==> src/rtl/rf_write_arbiter.sv <==
// Single register-file write port shared between an unbuffered priority writer (A)
// and a FIFO-queued long-latency writer (B), with starvation forcing and stale-head dropping.
module rf_write_arbiter #(
    parameter int unsigned FIFO_DEPTH   = 4,
    parameter int unsigned STARVE_LIM   = 3,
    parameter bit          R0_HARDWIRED = 1'b1
) (
    input  logic                          clk,
    input  logic                          rst_n,
    input  logic                          a_valid,
    output logic                          a_ready,
    input  logic [3:0]                    a_reg,
    input  logic [15:0]                   a_data,
    input  logic                          b_valid,
    output logic                          b_ready,
    input  logic [3:0]                    b_reg,
    input  logic [15:0]                   b_data,
    output logic                          rf_we,
    output logic [3:0]                    rf_dst,
    output logic [15:0]                   rf_data,
    output logic [$clog2(FIFO_DEPTH):0]   b_count
);

    localparam int unsigned PW = $clog2(FIFO_DEPTH);
    localparam int unsigned SW = $clog2(STARVE_LIM + 1);

    typedef enum logic [1:0] {
        GNT_NONE,
        GNT_A,
        GNT_B
    } grant_e;

    logic [3:0]    fifo_reg  [FIFO_DEPTH];
    logic [15:0]   fifo_data [FIFO_DEPTH];
    logic [PW-1:0] wr_ptr;
    logic [PW-1:0] rd_ptr;
    logic [PW:0]   count;
    logic [SW-1:0] starve_cnt;

    grant_e        grant;
    logic          empty;
    logic          full;
    logic          force_b;
    logic          collision;
    logic          push;
    logic          pop;
    logic [3:0]    head_reg;
    logic [15:0]   head_data;
    logic [3:0]    win_reg;
    logic [15:0]   win_data;
    logic          win_we;

    assign empty     = (count == '0);
    assign full      = (count == (PW + 1)'(FIFO_DEPTH));
    assign head_reg  = fifo_reg[rd_ptr];
    assign head_data = fifo_data[rd_ptr];
    assign force_b   = (starve_cnt == SW'(STARVE_LIM)) && !empty;
    assign a_ready   = !force_b;
    assign b_ready   = !full;
    assign b_count   = count;

    always_comb begin
        grant = GNT_NONE;
        if (force_b)
            grant = GNT_B;
        else if (a_valid)
            grant = GNT_A;
        else if (!empty)
            grant = GNT_B;
    end

    // An A write to the same register makes the queued head obsolete, so it is dropped.
    assign collision = (grant == GNT_A) && !empty && (head_reg == a_reg);
    assign push      = b_valid && !full;
    assign pop       = (grant == GNT_B) || collision;

    always_comb begin
        win_reg  = a_reg;
        win_data = a_data;
        if (grant == GNT_B) begin
            win_reg  = head_reg;
            win_data = head_data;
        end
        win_we = (grant != GNT_NONE) && !(R0_HARDWIRED && (win_reg == 4'd0));
    end

    always_ff @(posedge clk) begin
        if (push) begin
            fifo_reg[wr_ptr]  <= b_reg;
            fifo_data[wr_ptr] <= b_data;
        end
    end

    always_ff @(posedge clk) begin
        if (!rst_n) begin
            wr_ptr <= '0;
            rd_ptr <= '0;
            count  <= '0;
        end else begin
            if (push)
                wr_ptr <= wr_ptr + PW'(1);
            if (pop)
                rd_ptr <= rd_ptr + PW'(1);
            case ({push, pop})
                2'b10:   count <= count + (PW + 1)'(1);
                2'b01:   count <= count - (PW + 1)'(1);
                default: count <= count;
            endcase
        end
    end

    always_ff @(posedge clk) begin
        if (!rst_n)
            starve_cnt <= '0;
        else if (pop || empty)
            starve_cnt <= '0;
        else if ((grant == GNT_A) && (starve_cnt != SW'(STARVE_LIM)))
            starve_cnt <= starve_cnt + SW'(1);
    end

    always_ff @(posedge clk) begin
        if (!rst_n) begin
            rf_we   <= 1'b0;
            rf_dst  <= '0;
            rf_data <= '0;
        end else begin
            rf_we <= win_we;
            if (win_we) begin
                rf_dst  <= win_reg;
                rf_data <= win_data;
            end
        end
    end

    a_pop_nonempty: assert property (@(posedge clk) disable iff (!rst_n) pop |-> !empty);
    a_count_bound:  assert property (@(posedge clk) disable iff (!rst_n) count <= (PW + 1)'(FIFO_DEPTH));

endmodule

==> config.mk <==
export PLATFORM = sky130hd
export DESIGN_NAME = rf_write_arbiter
export DESIGN_NICKNAME = d
export VERILOG_FILES = /design/src/rtl/rf_write_arbiter.sv
export SDC_FILE = /design/constraint.sdc
export NUM_CORES = 1
export LEC_CHECK = 0
export CAP_MARGIN = 20
export CORE_MARGIN = 1.5
export CORE_UTILIZATION = 40
export DETAILED_ROUTE_END_ITERATION = 10
export HOLD_SLACK_MARGIN = 0.02
export PLACE_DENSITY = 0.74
export SETUP_SLACK_MARGIN = 0.15
export SLEW_MARGIN = 20
export SYNTH_ARGS = -nofsm -noshare
export SYNTH_HDL_FRONTEND = slang
export SYNTH_SLANG_ARGS = --single-unit
==> constraint.sdc <==
create_clock -name clk -period 3.95 [get_ports clk]
set_clock_uncertainty 0.05 [all_clocks]
set_input_delay 0.5925 -clock clk [delete_from_list [all_inputs] [get_ports clk]]
set_output_delay 0.5925 -clock clk [all_outputs]
set_load 0.01 [all_outputs]
-- After elaboration in Yosys (flattened, before gate mapping)
Memory sizes are Yosys's and may differ from the RTL's. A register that Yosys moved wholly into a read port is not among the register bits.
Cells that the tools add are included.
- output and inout bits: 26
- input bits: 44
- memories kept: 2
- bits in writable memories: 80
- register bits: 30
- word-level logic and storage cells: 52
- multiplexer cells: 12
- equal/unequal tests: 8
- add/sub/neg operators: 5
- bitwise operators: 1
- reductions and logical operators: 17
- memories (name ; words ; width ; rd ports ; clocked after Yosys merged registers in ; write ports ; RTL line ; text):
    fifo_data ; 4 ; 16 ; 1 ; 1 ; 1 ; 34 ; logic [15:0] fifo_data [FIFO_DEPTH];
    fifo_reg ; 4 ; 4 ; 1 ; 1 ; 1 ; 33 ; logic [3:0] fifo_reg [FIFO_DEPTH];
- operators by type and width (kind ; count):
    two-way mux 16 bit ; 1
    two-way mux 2 bit ; 7
    adder 2 x 1 -> 2 bit (second input constant) ; 3
    == test 2 bit (second input constant) ; 3
    logical AND 1 bit ; 6
    one-hot mux 3 bit (2 select lines) ; 1
    == test 2 x 1 -> 1 bit (second input constant) ; 2
    == test 4 bit ; 1
    logical NOT 1 bit ; 4
    logical NOT 4 bit ; 1
    two-way mux 4 bit ; 1
    nonzero test 2 bit ; 2
    adder 3 x 1 -> 3 bit (second input constant) ; 1
    == test 3 bit (second input constant) ; 1
    logical NOT 3 bit ; 1
    subtractor 3 x 1 -> 3 bit (second input constant) ; 1
    logical OR 1 bit ; 2
    two-way mux 1 bit ; 2
    inequality test 2 bit (second input constant) ; 1
    OR reduction 2 bit ; 1
    inverter 1 bit ; 1

-- Depth between registers and ports, before layout
- depth after elaboration: 10
- gate-level depth with buffers: 11
- gate-level depth less buffers: 11

-- Worst setup path before layout
Ideal clock, no wire load.
- kind: flip-flop to flip-flop
- start point: register with a tool-made name
- end point: register count[2] (netlist: b_count[2])
- data arrival time: 2657 ps
- setup time: 76 ps
- data required time: 3824 ps
- path slack: 1167 ps
- cell stages (with the launch flop): 12
- buffers on the path: 1
- cell sequence: dfxtp_1 > buf_6 > mux4_2 > xnor2_1 > nand3_2 > o21ai_0 > ha_1 > inv_1 > fa_1 > xor2_1 > or3_1 > a21boi_0
- RTL lines (element ; RTL line ; text):
    end signal, assigned ; 105 ; 2'b10: count <= count + (PW + 1)'(1);
    end signal, assigned ; 106 ; 2'b01: count <= count - (PW + 1)'(1);
    end signal, assigned ; 107 ; default: count <= count;
    end, declared ; 37 ; logic [PW:0] count;

==> impl_metrics.tcl <==
set metrics [dict create \
    synthTopCellsByCount "edfxtp_1 (80), nand2_1 (49), dfxtp_1 (32)" \
    p_total_uw 3700 \
    ys_ff_latch 112 \
    fin_nets 425 \
    peakVddDrop_uv 269 \
    post_drt_wl_per_cell_um 17.4 \
    netlist_top_cells_area "edfxtp_1 (52%), dfxtp_1 (14%), mux4_2 (6.9%), o211a_1 (4.1%), nand2_1 (4.0%)" \
    cp.arrival_ns 3.41 \
    ys_seq_area_share_pct 66.2 \
    synthesis.nets 355 \
    insertion_delay_ns 0.34 \
    dieHeight_um 110 \
    grt_pass1_wl_um 14900 \
    cp_top_family "multiplexers" \
    drtIter0Drc 244 \
    grt_setup_unrepaired "false" \
    syn_area_um2 4590 \
    grt_util_all_layers_pct 16.5 \
    syn_area_per_cell_um2 15.1 \
    synth_cells 304 \
    root_buffer "clkbuf_16" \
    crit_path_end_kind "flop" \
    grt.overflow.total 0 \
    setup_violations 0 \
    n_antenna_cell 0 \
    synth_area_leader_cell "edfxtp_1" \
    htreeDepth 3 \
    cts_setup_buffers 0 \
    p_switching_uw 1130 \
    startpoint_type "flop" \
    synthFlopType "edfxtp_1" \
    dpl.hpwl_um 6260 \
    timing_hold_violations_final 0 \
    dr.pass1.iters 4 \
    synth_xor_xnor_area_share_pct 1.47 \
    port_buffers 69 \
    areaGrowthSynthToFinish_pct 24.8 \
    p_per_area_nw_per_um2 646 \
    synth_compound_area_share_pct 5.97 \
    p_leak_uw 0.00213 \
    power_frac_clock_pct 24.6 \
    cts_inserted_buffers 9 \
    via_per_inst 5.26 \
    drv_cap 0 \
    synthMuxAreaShare_pct 10.3 \
    tns_ns 0 \
    cp_num_buf_inv 2 \
    critPathSlowestCell "mux4_2" \
    dp.cells 503 \
    synth_cell_types 36 \
    wl_um 9050 \
    grt_max_degree 35 \
    die_area_um2 12100 \
    place_ws_ns 0.460 \
    ctsLongestPathBuffers 2 \
    synthSimpleGateAreaFrac_pct 11.5 \
    clk_pin_slew_ns 0.08 \
    drv_slew 0 \
    worst_ep_required_time_ns 4.16 \
    synth_top_area_share_pct 52.3 \
    die_w_um 110 \
    crit_fanout 11 \
    yosys_warnings 0 \
    fmax_mhz 312 \
    core_um2 11000 \
    stdcell_count 519 \
    routabilityCongestion 0.775 \
    synth_edf_count 80 \
    antenna_left 0 \
    async_flop_share_pct 0 \
    path_class "reg2reg" \
    grt_pass1_vias 2910 \
    synth_most_common_cell "edfxtp_1" \
    internal_power_uw 2570 \
    drive_gt1_share_pct 11.1 \
    tightest_slew_ns 1.02 \
    pin_count 70 \
    drcViolationCount 0 \
    seqPwrFrac_pct 42.4 \
    timing.final.crit_share_pct 81.0 \
    max_stage_delay_ns 0.60 \
    cts.repair.resized 0 \
    cts-hold-fix-buffers 0 \
    fp-row-count 38 \
    hp-class "reg2reg" \
    cts_tree "yes" \
    vias 2732 \
    setup_ws_ns 0.749 \
    place_area_um2 5430 \
    largest_register_ffs 64 \
    synth_adder_area_share_pct 2.07 \
    initial_core_util_pct 41.6 \
    final_area_um2 5730 \
    crit_chain "buf_4, mux4_2, xnor2_2, nand3_2, o21ai_0, ha_1, inv_1, fa_1, xor2_1, or3_1, a21boi_0" \
    antenna_found_initial 0 \
    max-slew-margin-rel_pct 32.1 \
    outcome "completed" \
    pwr-share-comb_pct 33.0 \
    min_period_ns 3.20 \
    synth_top_family_by_area "simple AND/OR/NAND/NOR gates" \
    switching_share_pct 30.6 \
    cts_sinks 112 \
]
-- worst paths after layout --
| kind | from | endpoint | slack [ns] | cells after the start |
|---|---|---|---|---|
| hold reg to reg | starve_cnt[0] | starve_cnt[0] | 0.39 | 1 |
| hold / removal | starve_cnt[0] | starve_cnt[0] | 0.39 | 1 |
| setup / recovery | flop | b_count[2] | 0.75 | 11 |
| setup reg to reg | flop | b_count[2] | 0.75 | 11 |
-- stage by stage --
| step | hold slack, ns | util, % |
|---|---|---|
| final | 0.391 | 52.0 |
| after global routing | 0.436 | 52.0 |
| after CTS | 0.394 | 51.9 |
| after detailed placement | 0.384 | 49.2 |
| after global placement | 0.364 | 49.2 |
| after floorplan | 0.355 | - |
-- layout make-up --
type	instances	area (µm²)
fill	948	5300
sequential	112	3040
multi-input combinational	169	1440
timing repair buffer	76	743
clock buffer	10	229
tap	140	175
clock inverter	6	73.8
inverter	6	22.5
-- layout by cell type (no fill, tap or decap), drive strengths merged, types with 2 or more instances in the layout --
cell	instances
o211a	19
nand3b	4
nor2	4
a21oi	3
buf	7
clkinv	2
o21ai	4
or3	2
xnor2	5
edfxtp	80
and2	5
and3	8
inv	9
clkdlybuf4s50	69
mux4	20
dfxtp	32
nor3	3
clkbuf	10
nand2	49
nand3	2
a21boi	3
ha	6
nand4	21
nor4	2
-- metal layers --
metal	vias up	wire (µm)	track usage, %
met5	-	0	0
met4	0	93	6.87
met3	6	534	3.88
met2	70	4400	26.7
met1	1337	4020	21.5
li1	1319	-	-
-- power groups by stage --
stage | clock network (µW) | registers (µW) | logic [µW]
finish | 910 | 1570 | 1220
global route | 975 | 1600 | 1350
CTS | 925 | 1570 | 1240
detailed placement | 0 | 1600 | 1230
global placement | 0 | 1590 | 1200
floorplan | 0 | 1610 | 764
-- cell families (layout without fill, tap and decap cells) --
logic type,after synthesis,after routing
fa+ha+maj,7,7
mux,20,20
flops,112,112
buf+inv,23,98
compound gates,32,32
xor+xnor,6,6
simple gates,104,104
Note: power is estimated with default switching activity, not from simulation.
==> RTL edit (same flow settings) <==
The parameter `FIFO_DEPTH` goes from 4 to 2.
--- a/src/rtl/rf_write_arbiter.sv
+++ b/src/rtl/rf_write_arbiter.sv
@@ -2,5 +2,5 @@
 // and a FIFO-queued long-latency writer (B), with starvation forcing and stale-head dropping.
 module rf_write_arbiter #(
-    parameter int unsigned FIFO_DEPTH   = 4,
+    parameter int unsigned FIFO_DEPTH   = 2,
     parameter int unsigned STARVE_LIM   = 3,
     parameter bit          R0_HARDWIRED = 1'b1
Interface: changed (resized b_count); port bits go from 70 to 69. The function was not compared with the original's and may differ.
==> RTL edit against the original RTL <==
- first-iteration DRC count decreased by 69%
- clock power decreased by 24%
- final cell count decreased by 24%
- sequential share of layout area decreased by 8.0 points
- wire length decreased by 33%
- cell area decreased by 32%
- critical path type unchanged
- synthesized cell count decreased by 26%
- largest cell class unchanged
- setup slack improved by 850 ps
- fmax increased by 36%
- largest power group unchanged
- total power decreased by 36%
- non-clock buffer count decreased by 3
- synthesized area decreased by 36%
- sequential cell count decreased by 44
==> RTL edit: results (changes against the original RTL) <==
- Status: finished clean
- Post-synth ARST share: 0% (unchanged)
- Worst hold path depth: 2 (+1)
- Commonest cells in the netlist: nand2_1, edfxtp_1, dfxtp_1
- Syn Nets: 272 (-23%)
- Area share of the largest cell type after synthesis: 41.1% (-11 points)
- Post-DR wirelength/cell: 15.2 um (-13%)
- Diode count: 0 (unchanged)
- Area contributors post-synth: edfxtp_1, dfxtp_1, mux2i_1
- Dpl hpwl: 3960 um (-37%)
- Postcts setup bufs: 0 (unchanged)
- Layout cell share with drive strength beyond 1: 15.0% (+3.9 points)
- Vias in the first global route: 1979 (-32%)
- Filler cell count: 611 (-36%)
- First-pass GRT wire length: 9420 um (-37%)
- Initial DRC count: 76 (-69%)
- Reg2reg path depth: 7 (-4)
- Clk buf depth: 2 (unchanged)
- Worst-Skew Late Latency: 340 ps (about the same)
- YS warnings: 0 (unchanged)
- Netlist cell types: 35 (-2.8%)
- Via count: 1953 (-29%)
- Port Buf Inserts: 68 (-1.4%)
- Post-CTS resize count: 0 (unchanged)
- Nets: 342 (-20%)
- Peak VDD IR: 249 uV (-7.5%)
- Dpl ws: 1280 ps (+821 ps)
- Slew @ Worst Pin: 1080 ps (+63.5 ps)
- Register area share after synthesis: 60.4% (-5.9 points)
- Gpl congestion: 0.786 (+1.4%)
- Leak: 1.31 nW (-38%)
- Worst Path Max Fanout: 7 (-4)
- H-tree depth: 3 (unchanged)
- Initial antenna violation count: 0 (unchanged)
- Reg clk slew, reported paths: 70 ps
- HP Class: reg -> reg
- Total global-route track usage: 16.7% (+0.21 points)
- Largest net degree at the start of global routing: 35 (unchanged)
- TritonCTS Buffers: 9 (unchanged)
- Root Buffer: clkbuf_8
- Critical path data arrival time: 2570 ps (-840 ps)
- Max FFs per register: 32 (-50%)
- Post-synth EDFFs: 40 (-50%)
- Router iterations before antenna repair: 4 (unchanged)
==> RTL edit: changes by cell type in the layout (fill, tap and decap cells not counted), sizes merged, moves of 4 or more <==
| cell | unedited run | this run |
|---|---|---|
| mux4 | 20 | 0 |
| a21boi | 3 | 21 |
| edfxtp | 80 | 40 |
| dfxtp | 32 | 28 |
| and3 | 8 | 1 |
| mux2i | 0 | 23 |
| o211ai | 0 | 18 |
| nand3b | 4 | 0 |
| o211a | 19 | 0 |
| nand4 | 21 | 0 |
| ha | 6 | 2 |
| inv | 9 | 0 |
==> RTL edit: cells by family after synthesis <==
kind of cell | after synthesis | synth area share (%)
fa+ha+maj | 2 | 0.857
flops | 68 | 60.4
mux | 23 | 8.02
simple gates | 65 | 9.86
compound gates | 47 | 15.3
buf+inv | 14 | 3.47
xor+xnor | 7 | 2.10
==> RTL edit: power breakdown <==
part	total [mW]	switching, mW	leakage (nW)	internal (mW)
combinational	0.707	0.366	0.586	0.341
sequential	0.952	0.0683	0.605	0.884
clock	0.693	0.259	0.121	0.434
==> RTL edit: final cells by class <==
class	count	area, um^2	share of cell area, %
Clock buffer	11	141	3.62
Clock inverter	5	98.8	2.53
Multi-Input combinational cell	144	1060	27.2
Sequential cell	68	1760	45.1
Tap cell	96	120	3.08
Timing Repair Buffer	73	718	18.4
==> RTL edit: critical path, cell delays in order, from the launching register on <==
cell and delay, ps:
dfxtp_1 510, mux2i_1 340, xnor2_1 180, nor3_2 80
a31o_4 260, ha_1 320, or3_1 360, a21boi_0 170
==> RTL edit: worst paths after layout <==
kind	slack, ps	to	startpoint
min reg2reg	410	rf_data[13]$_SDFFE_PN0P_	rf_data[13]$_SDFFE_PN0P_
max reg2reg	1600	b_count[1]$_SDFFE_PN0P_	flip-flop
min	410	rf_data[13]$_SDFFE_PN0P_	rf_data[13]$_SDFFE_PN0P_
max	1600	b_count[1]$_SDFFE_PN0P_	flip-flop
==> RTL edit: stage by stage <==
step | power (mW) | util [%] | instances | area, um^2
3_3_place_gp | 1.66 | 53.0 | 381 | 3660
6_report | 2.35 | 56.5 | 397 | 3900
2_1_floorplan | 1.44 | - | 226 | 2920
4_1_cts | 2.37 | 56.5 | 397 | 3900
5_1_grt | 2.47 | 56.5 | 397 | 3900
3_5_place_dp | 1.68 | 53.0 | 381 | 3660
==> RTL edit: metal layers <==
layer	share of wire (%)	up-vias	wire length, um	track usage (%)
li1	-	963	-	-
met1	42	937	2560	18.9
met2	51	43	3090	28.8
met3	4.5	10	274	4.76
met4	2.1	0	127	8.66
met5	0	-	0	0
